[src/rtl/cpu_controller.sv]
// -----------------------------------------------------------------------------
// cpu_controller
//   Multicycle fetch/decode/execute controller for a CR16-style datapath.
//   It drives the ALU and register file and runs the memory interface. It also
//   latches the ALU flags into a PSR, which resolves conditional branches.
//
//   Instruction flow: FETCH -> DECODE -> EXEC (-> MEM for LOAD) -> FETCH.
//
//   Optional build macro: CPU_CONTROLLER_ILLEGAL_TRAP_EN
//     defined   : an illegal instruction parks the FSM in HALT (halted = 1,
//                 pc frozen, no writes) until reset.
//     undefined : illegal instructions execute as NOP and halted is tied to 0.
//
// Ports
//   clk, reset          : clock, synchronous active-high reset
//   memRdata            : memory read data, valid one cycle after memAddr
//   memAddr/memWe/memWdata : memory address, write strobe, write data
//   readData1/readData2 : R[srcAddr] / R[dstAddr] from the register file
//   aluOut, conds       : ALU result and flags {C,Z,E,L,F}
//   aluOp/aluIn1/aluIn2 : ALU operation select and operands
//   pcOut               : current program counter
//   srcAddr/dstAddr     : register read addresses (dstAddr is also write addr)
//   writeEn/writeData   : register file write port
//   psr                 : latched flags
//   halted              : illegal-instruction halt indicator
// -----------------------------------------------------------------------------
module cpu_controller #(
   parameter int               WIDTH    = 16,
   parameter int               NUMREGS  = 16,
   parameter logic [WIDTH-1:0] RESET_PC = 16'h0000
) (
   input  logic                       clk,
   input  logic                       reset,
   input  logic [WIDTH-1:0]           memRdata,
   output logic [WIDTH-1:0]           memAddr,
   output logic                       memWe,
   output logic [WIDTH-1:0]           memWdata,
   input  logic [WIDTH-1:0]           readData1,
   input  logic [WIDTH-1:0]           readData2,
   input  logic [WIDTH-1:0]           aluOut,
   input  logic [4:0]                 conds,
   output logic [7:0]                 aluOp,
   output logic [WIDTH-1:0]           aluIn1,
   output logic [WIDTH-1:0]           aluIn2,
   output logic [WIDTH-1:0]           pcOut,
   output logic [$clog2(NUMREGS)-1:0] srcAddr,
   output logic [$clog2(NUMREGS)-1:0] dstAddr,
   output logic                       writeEn,
   output logic [WIDTH-1:0]           writeData,
   output logic [4:0]                 psr,
   output logic                       halted
);

   localparam int AW = $clog2(NUMREGS);

`ifdef CPU_CONTROLLER_ILLEGAL_TRAP_EN
   localparam bit TRAP_EN = 1'b1;
`else
   localparam bit TRAP_EN = 1'b0;
`endif

   typedef enum logic [2:0] {S_FETCH, S_DECODE, S_EXEC, S_MEM, S_HALT} state_t;

   state_t           state, state_nxt;
   logic [WIDTH-1:0] pc, ir;

   // Instruction fields
   logic [3:0] op, ext, cond;
   logic [7:0] imm8;
   assign op   = ir[15:12];
   assign cond = ir[11:8];
   assign ext  = ir[7:4];
   assign imm8 = ir[7:0];

   logic [WIDTH-1:0] imm_zext, imm_sext;
   assign imm_zext = {{(WIDTH-8){1'b0}}, imm8};
   assign imm_sext = {{(WIDTH-8){imm8[7]}}, imm8};

   // Decode (from IR, independent of state; state gates the side effects)
   logic             is_alu, alu_wr, is_load, is_stor, is_br, illegal;
   logic [7:0]       alu_op;
   logic [WIDTH-1:0] alu_b;

   always_comb begin
      // NOTE: every output of a combinational block gets a default first, so
      // no path through the case statements can leave a latch behind.
      is_alu  = 1'b0;
      alu_wr  = 1'b0;
      is_load = 1'b0;
      is_stor = 1'b0;
      is_br   = 1'b0;
      alu_op  = 8'h00;
      alu_b   = readData1;
      case (op)
         4'b0000: begin
            if (ext inside {4'h1, 4'h2, 4'h3, 4'h5, 4'h6, 4'h9, 4'hB}) begin
               is_alu = 1'b1;
               alu_op = {ext, 4'b0000};
               alu_wr = (ext != 4'b1011);   // CMP only updates flags
            end
         end
         4'b0001, 4'b0010, 4'b0011, 4'b0110: begin   // ANDI ORI XORI ADDUI
            is_alu = 1'b1;
            alu_op = {op, 4'b0000};
            alu_b  = imm_zext;
            alu_wr = 1'b1;
         end
         4'b0101, 4'b1001, 4'b1011: begin            // ADDI SUBI CMPI
            is_alu = 1'b1;
            alu_op = {op, 4'b0000};
            alu_b  = imm_sext;
            alu_wr = (op != 4'b1011);
         end
         4'b1000: begin                              // shifts
            is_alu = 1'b1;
            alu_op = {4'b1000, ext};
            alu_wr = 1'b1;
         end
         4'b0100: begin
            is_load = (ext == 4'b0000);
            is_stor = (ext == 4'b0100);
         end
         4'b1100: is_br = 1'b1;
         default: ;
      endcase
   end

   assign illegal = !(is_alu || is_load || is_stor || is_br);

   // Branch condition against latched flags {C,Z,E,L,F}
   logic br_taken;
   always_comb begin
      case (cond)
         4'b0000: br_taken = psr[2];
         4'b0001: br_taken = !psr[2];
         4'b1100: br_taken = psr[1];
         4'b1101: br_taken = !psr[1];
         4'b1110: br_taken = 1'b1;
         default: br_taken = 1'b0;
      endcase
   end

   logic [WIDTH-1:0] pc_inc, pc_br;
   assign pc_inc = pc + 1'b1;
   assign pc_br  = pc + imm_sext;

   // State register
   always_ff @(posedge clk) begin
      // NOTE: sequential state uses non-blocking assignments so every register
      // samples pre-edge values regardless of statement order.
      if (reset) state <= S_FETCH;
      else       state <= state_nxt;
   end

   // Next-state logic
   always_comb begin
      state_nxt = state;
      case (state)
         S_FETCH:  state_nxt = S_DECODE;
         S_DECODE: state_nxt = S_EXEC;
         S_EXEC: begin
            if (is_load)                 state_nxt = S_MEM;
            else if (illegal && TRAP_EN) state_nxt = S_HALT;
            else                         state_nxt = S_FETCH;
         end
         S_MEM:    state_nxt = S_FETCH;
         S_HALT:   state_nxt = S_HALT;
         default:  state_nxt = S_FETCH;
      endcase
   end

   // PC, IR and PSR
   always_ff @(posedge clk) begin
      // NOTE: IR is reset as well so a fresh start never decodes stale bits
      // left from an aborted instruction.
      if (reset) begin
         pc  <= RESET_PC;
         ir  <= '0;
         psr <= '0;
      end else begin
         case (state)
            S_DECODE: ir <= memRdata;
            S_EXEC: begin
               if (is_alu) psr <= conds;
               if (is_br)
                  pc <= br_taken ? pc_br : pc_inc;
               else if (!is_load && !(illegal && TRAP_EN))
                  pc <= pc_inc;
            end
            S_MEM:   pc <= pc_inc;
            default: ;
         endcase
      end
   end

   // Output logic
   always_comb begin
      memAddr   = pc;
      memWdata  = readData2;
      memWe     = 1'b0;
      writeEn   = 1'b0;
      writeData = aluOut;
      case (state)
         S_EXEC: begin
            if (is_load || is_stor) memAddr = readData1;
            memWe   = is_stor;
            writeEn = is_alu && alu_wr;
         end
         S_MEM: begin
            memAddr   = readData1;
            writeEn   = 1'b1;
            writeData = memRdata;
         end
         default: ;
      endcase
      // Reset aborts any in-flight instruction without side effects.
      if (reset) begin
         memWe   = 1'b0;
         writeEn = 1'b0;
      end
   end

   assign aluOp   = alu_op;
   assign aluIn1  = readData2;
   assign aluIn2  = alu_b;
   assign pcOut   = pc;
   assign srcAddr = ir[0 +: AW];
   assign dstAddr = ir[8 +: AW];

`ifdef CPU_CONTROLLER_ILLEGAL_TRAP_EN
   assign halted = (state == S_HALT);
`else
   assign halted = 1'b0;
`endif

endmodule

[config.mk]
export PLATFORM = sky130hd
export DESIGN_NAME = cpu_controller
export DESIGN_NICKNAME = d
export VERILOG_FILES = /design/src/rtl/cpu_controller.sv
export SDC_FILE = /design/constraint.sdc
export NUM_CORES = 1
export LEC_CHECK = 0
export CAP_MARGIN = 10
export CORE_ASPECT_RATIO = 2
export CORE_MARGIN = 2
export CORE_UTILIZATION = 42
export CTS_CLUSTER_DIAMETER = 50
export CTS_CLUSTER_SIZE = 24
export DETAILED_ROUTE_END_ITERATION = 6
export HOLD_SLACK_MARGIN = 0.03
export PLACE_DENSITY = 0.93
export SLEW_MARGIN = 20
export SYNTH_ARGS = -nofsm -noshare
export SYNTH_HDL_FRONTEND = slang
export SYNTH_SLANG_ARGS = --single-unit
[constraint.sdc]
create_clock -name clk -period 3.05 [get_ports clk]
set_input_delay 0.305 -clock clk [delete_from_list [all_inputs] [get_ports clk]]
set_output_delay 0.305 -clock clk [all_outputs]
set_load 0.05 [all_outputs]
==> reports/results.txt <==
Final cycle utilization of the critical path -> 0.9148
Layout Cells excl Fill -> 711
Worst slew margin relative to its limit -> 0.2706
Seq/Total Area, Yosys -> 0.2080
Crit path capture type -> primary output
Clock power frac -> 0.320
Final core utilization -> 0.5851
Comb pwr share -> 0.377
First-pass GRT wire length -> 20110 um
Skew final -> 0.003535 ns
Final slew viol count -> 0
Area grow syn2layout -> 36.04%
Finished Cell Area -> 5238 um^2
Final setup fails -> 0
CTS Buffer Depth -> 2
Unrepaired setup endpoints after global routing -> false
Largest net degree at the start of global routing -> 42
P per Cell Area -> 368.4 nW/um^2
Placement Cell Area -> 5066 um^2
PortBufs -> 141
Nets -> 696
Sequential share of power -> 0.303
FMAX -> 358.4 MHz
Core ar. -> 8951 um^2
Final WS setup -> 0.2598 ns
Via count -> 4254
Routed WL -> 12850 um
CTS buffer count -> 5
Antenna violations before repair -> 0
Worst path top cell family by delay -> buffers and inverters
Clk sinks -> 40
DIE AREA -> 9995 um^2
DRC viols -> 0
Vias per inst -> 5.983
Max_cap viols -> 0
# IOs -> 191
Sw Ratio -> 0.3742
Hpwl dp -> 9973 um
Post-Place Worst Slack -> 0.5793 ns
Min Tclk post-route -> 2.790 ns
Antenna Nets Post-Route -> 0
Mapped Avg Cell Area -> 7.476 um^2
Crit path required time -> 2.74 ns
Fill cell count -> 789
Die Y -> 139.4 um
EDFF count, synth -> 0
CP Launch Type -> flip-flop
Most common cell after layout, fill and taps aside -> clkdlybuf4s50_1
Synthesized Nets -> 603
WL per Instance -> 18.07 um
Worst path slowest cell -> clkdlybuf4s50_1
CP Cell Sequence -> inv_1 -> nor4_1 -> a221oi_1 -> a211oi_1 -> clkdlybuf4s50_1
Post-CTS Hold Buffers -> 0
CTS tree -> yes
Row cnt -> 49
Synth Cell Area -> 3850 um^2
Crit Path Category -> reg -> out
Clock Latency Late Sink -> 0.29 ns
Post-CTS Setup Inserts -> 0
Ys flop type -> dfxtp_1
Final count of hold timing violations -> 0
Total track usage -> 0.2503
Critical path peak fanout -> 11
Initial Utilization -> 0.4301
Root Buffer -> clkbuf_16
Most frequent cells in the layout -> 113 x clkdlybuf4s50_1, 73 x nand2_1, 42 x a21oi_1, 40 x dfxtp_1, 38 x buf_4
Post-synth cell types -> 68
CP peak stage delay -> 0.87 ns
Drt first-iter violations -> 395
#FFs+latches synth -> 40
Power Internal -> 0.001207 W
Post-synth ARST share -> 0
Switch Pwr -> 0.0007219 W
CTS resizes -> 0
Status -> finished, final reports clean
DRT Pass-1 Iters -> 7
Antenna diodes -> 0
Lkg Pwr -> 2.096 nW
Clock slew at reported path FFs -> 0.06 ns
GRT overflow -> 0
Vias in the first global route -> 4152
FF-to-FF setup slack -> 0.55 ns
Worst hold path class -> reg -> reg
Bufs and invs on worst path -> 2
Synth warn -> 0
RePlAce Congestion -> 0.8894
Worst IR Drop VDD -> 381.4 uV
Critical Path AT -> 2.49 ns
Mapped Cells -> 515
Slew of the pin with the lowest slew margin -> 1.087 ns
Placed cell count -> 703
H-tree Lvls -> 2
Sum Neg Setup Slack -> 0 ns
Die extent in x -> 71.70 um
Share of cells above drive strength 1 -> 0.1461
-- cell usage after synthesis, types with 12 or more instances --
cell type / count / area share
o21ai_0: 29 / 0.038
nor2_1: 29 / 0.028
nor3_1: 15 / 0.019
dfxtp_1: 40 / 0.21
nand3_1: 12 / 0.016
nand2_1: 73 / 0.071
inv_1: 13 / 0.013
ha_1: 16 / 0.052
a21o_1: 13 / 0.025
mux2_2: 29 / 0.085
clkbuf_1: 17 / 0.017
a21oi_1: 42 / 0.055
buf_4: 42 / 0.082
-- layer usage --
metal,track usage,up-vias,share of wire
met5,0,-,0
met4,0.1629,0,0.061
met3,0.03910,69,0.053
met2,0.4693,204,0.55
met1,0.2404,1961,0.34
li1,-,2020,-
-- state kept, by name (all words and copies together) (netlist names) --
signal,cells
ir,16
pcOut,16
psr,5
state,3
-- final timing paths --
path | from | endpoint | depth (start not counted)
max | ir[6] | aluOp[6] | 5
min | ir[2] | ir[2] | 2
max reg2reg | pcOut[9] | pcOut[15] | 6
min reg2reg | ir[2] | ir[2] | 2
-- area by class of cell --
cell class,instances,area [um^2],area share
Multi-Input combinational cell,392,2572,0.4912
Timing Repair Buffer,156,1516,0.2895
Sequential cell,40,800.8,0.1529
Tap cell,102,127.6,0.02437
Clock buffer,5,125.1,0.02389
Inverter,13,48.80,0.009317
Clock inverter,3,46.29,0.008839
-- kinds of logic (layout without fill, tap and decap cells) --
logic type               Yosys count  in the layout  synth area share
flip-flops                        40             40            0.2080
buffers and inverters             83            177            0.1251
AO/OA/AOI/OAI                    150            150            0.2597
multiplexers                      37             37            0.1056
adder cells (fa/ha/maj)           17             17           0.05720
other                              1              1         0.0009740
AND/OR/NAND/NOR                  180            180            0.2275
XOR/XNOR                           7              7           0.01592
-- metrics by stage --
stage	total power (W)	hold slack [ns]
2_1_floorplan	0.001171	0.4410
3_3_place_gp	0.001302	0.4800
3_5_place_dp	0.001319	0.4949
4_1_cts	0.001936	0.5036
5_1_grt	0.001997	0.5314
6_report	0.001929	0.4984
-- worst register-to-register path: stages, from the launching register on --
cell and delay (ns):
dfxtp_1 0.52, ha_1 0.36, and2_1 0.24, a221oi_1 0.47, a31oi_1 0.18, or4_1 0.49
a31oi_1 0.17
-- power by group through the flow --
stage	Sequential, W	Combinational [W]	Clock [W]
after global routing	0.000588	0.000763	0.000646
final	0.000584	0.000728	0.000618
after global placement	0.000592	0.000709	0
after floorplan	0.000587	0.000584	0
after detailed placement	0.000595	0.000724	0
after CTS	0.000583	0.000727	0.000626
(Power assumes the default switching activity.)
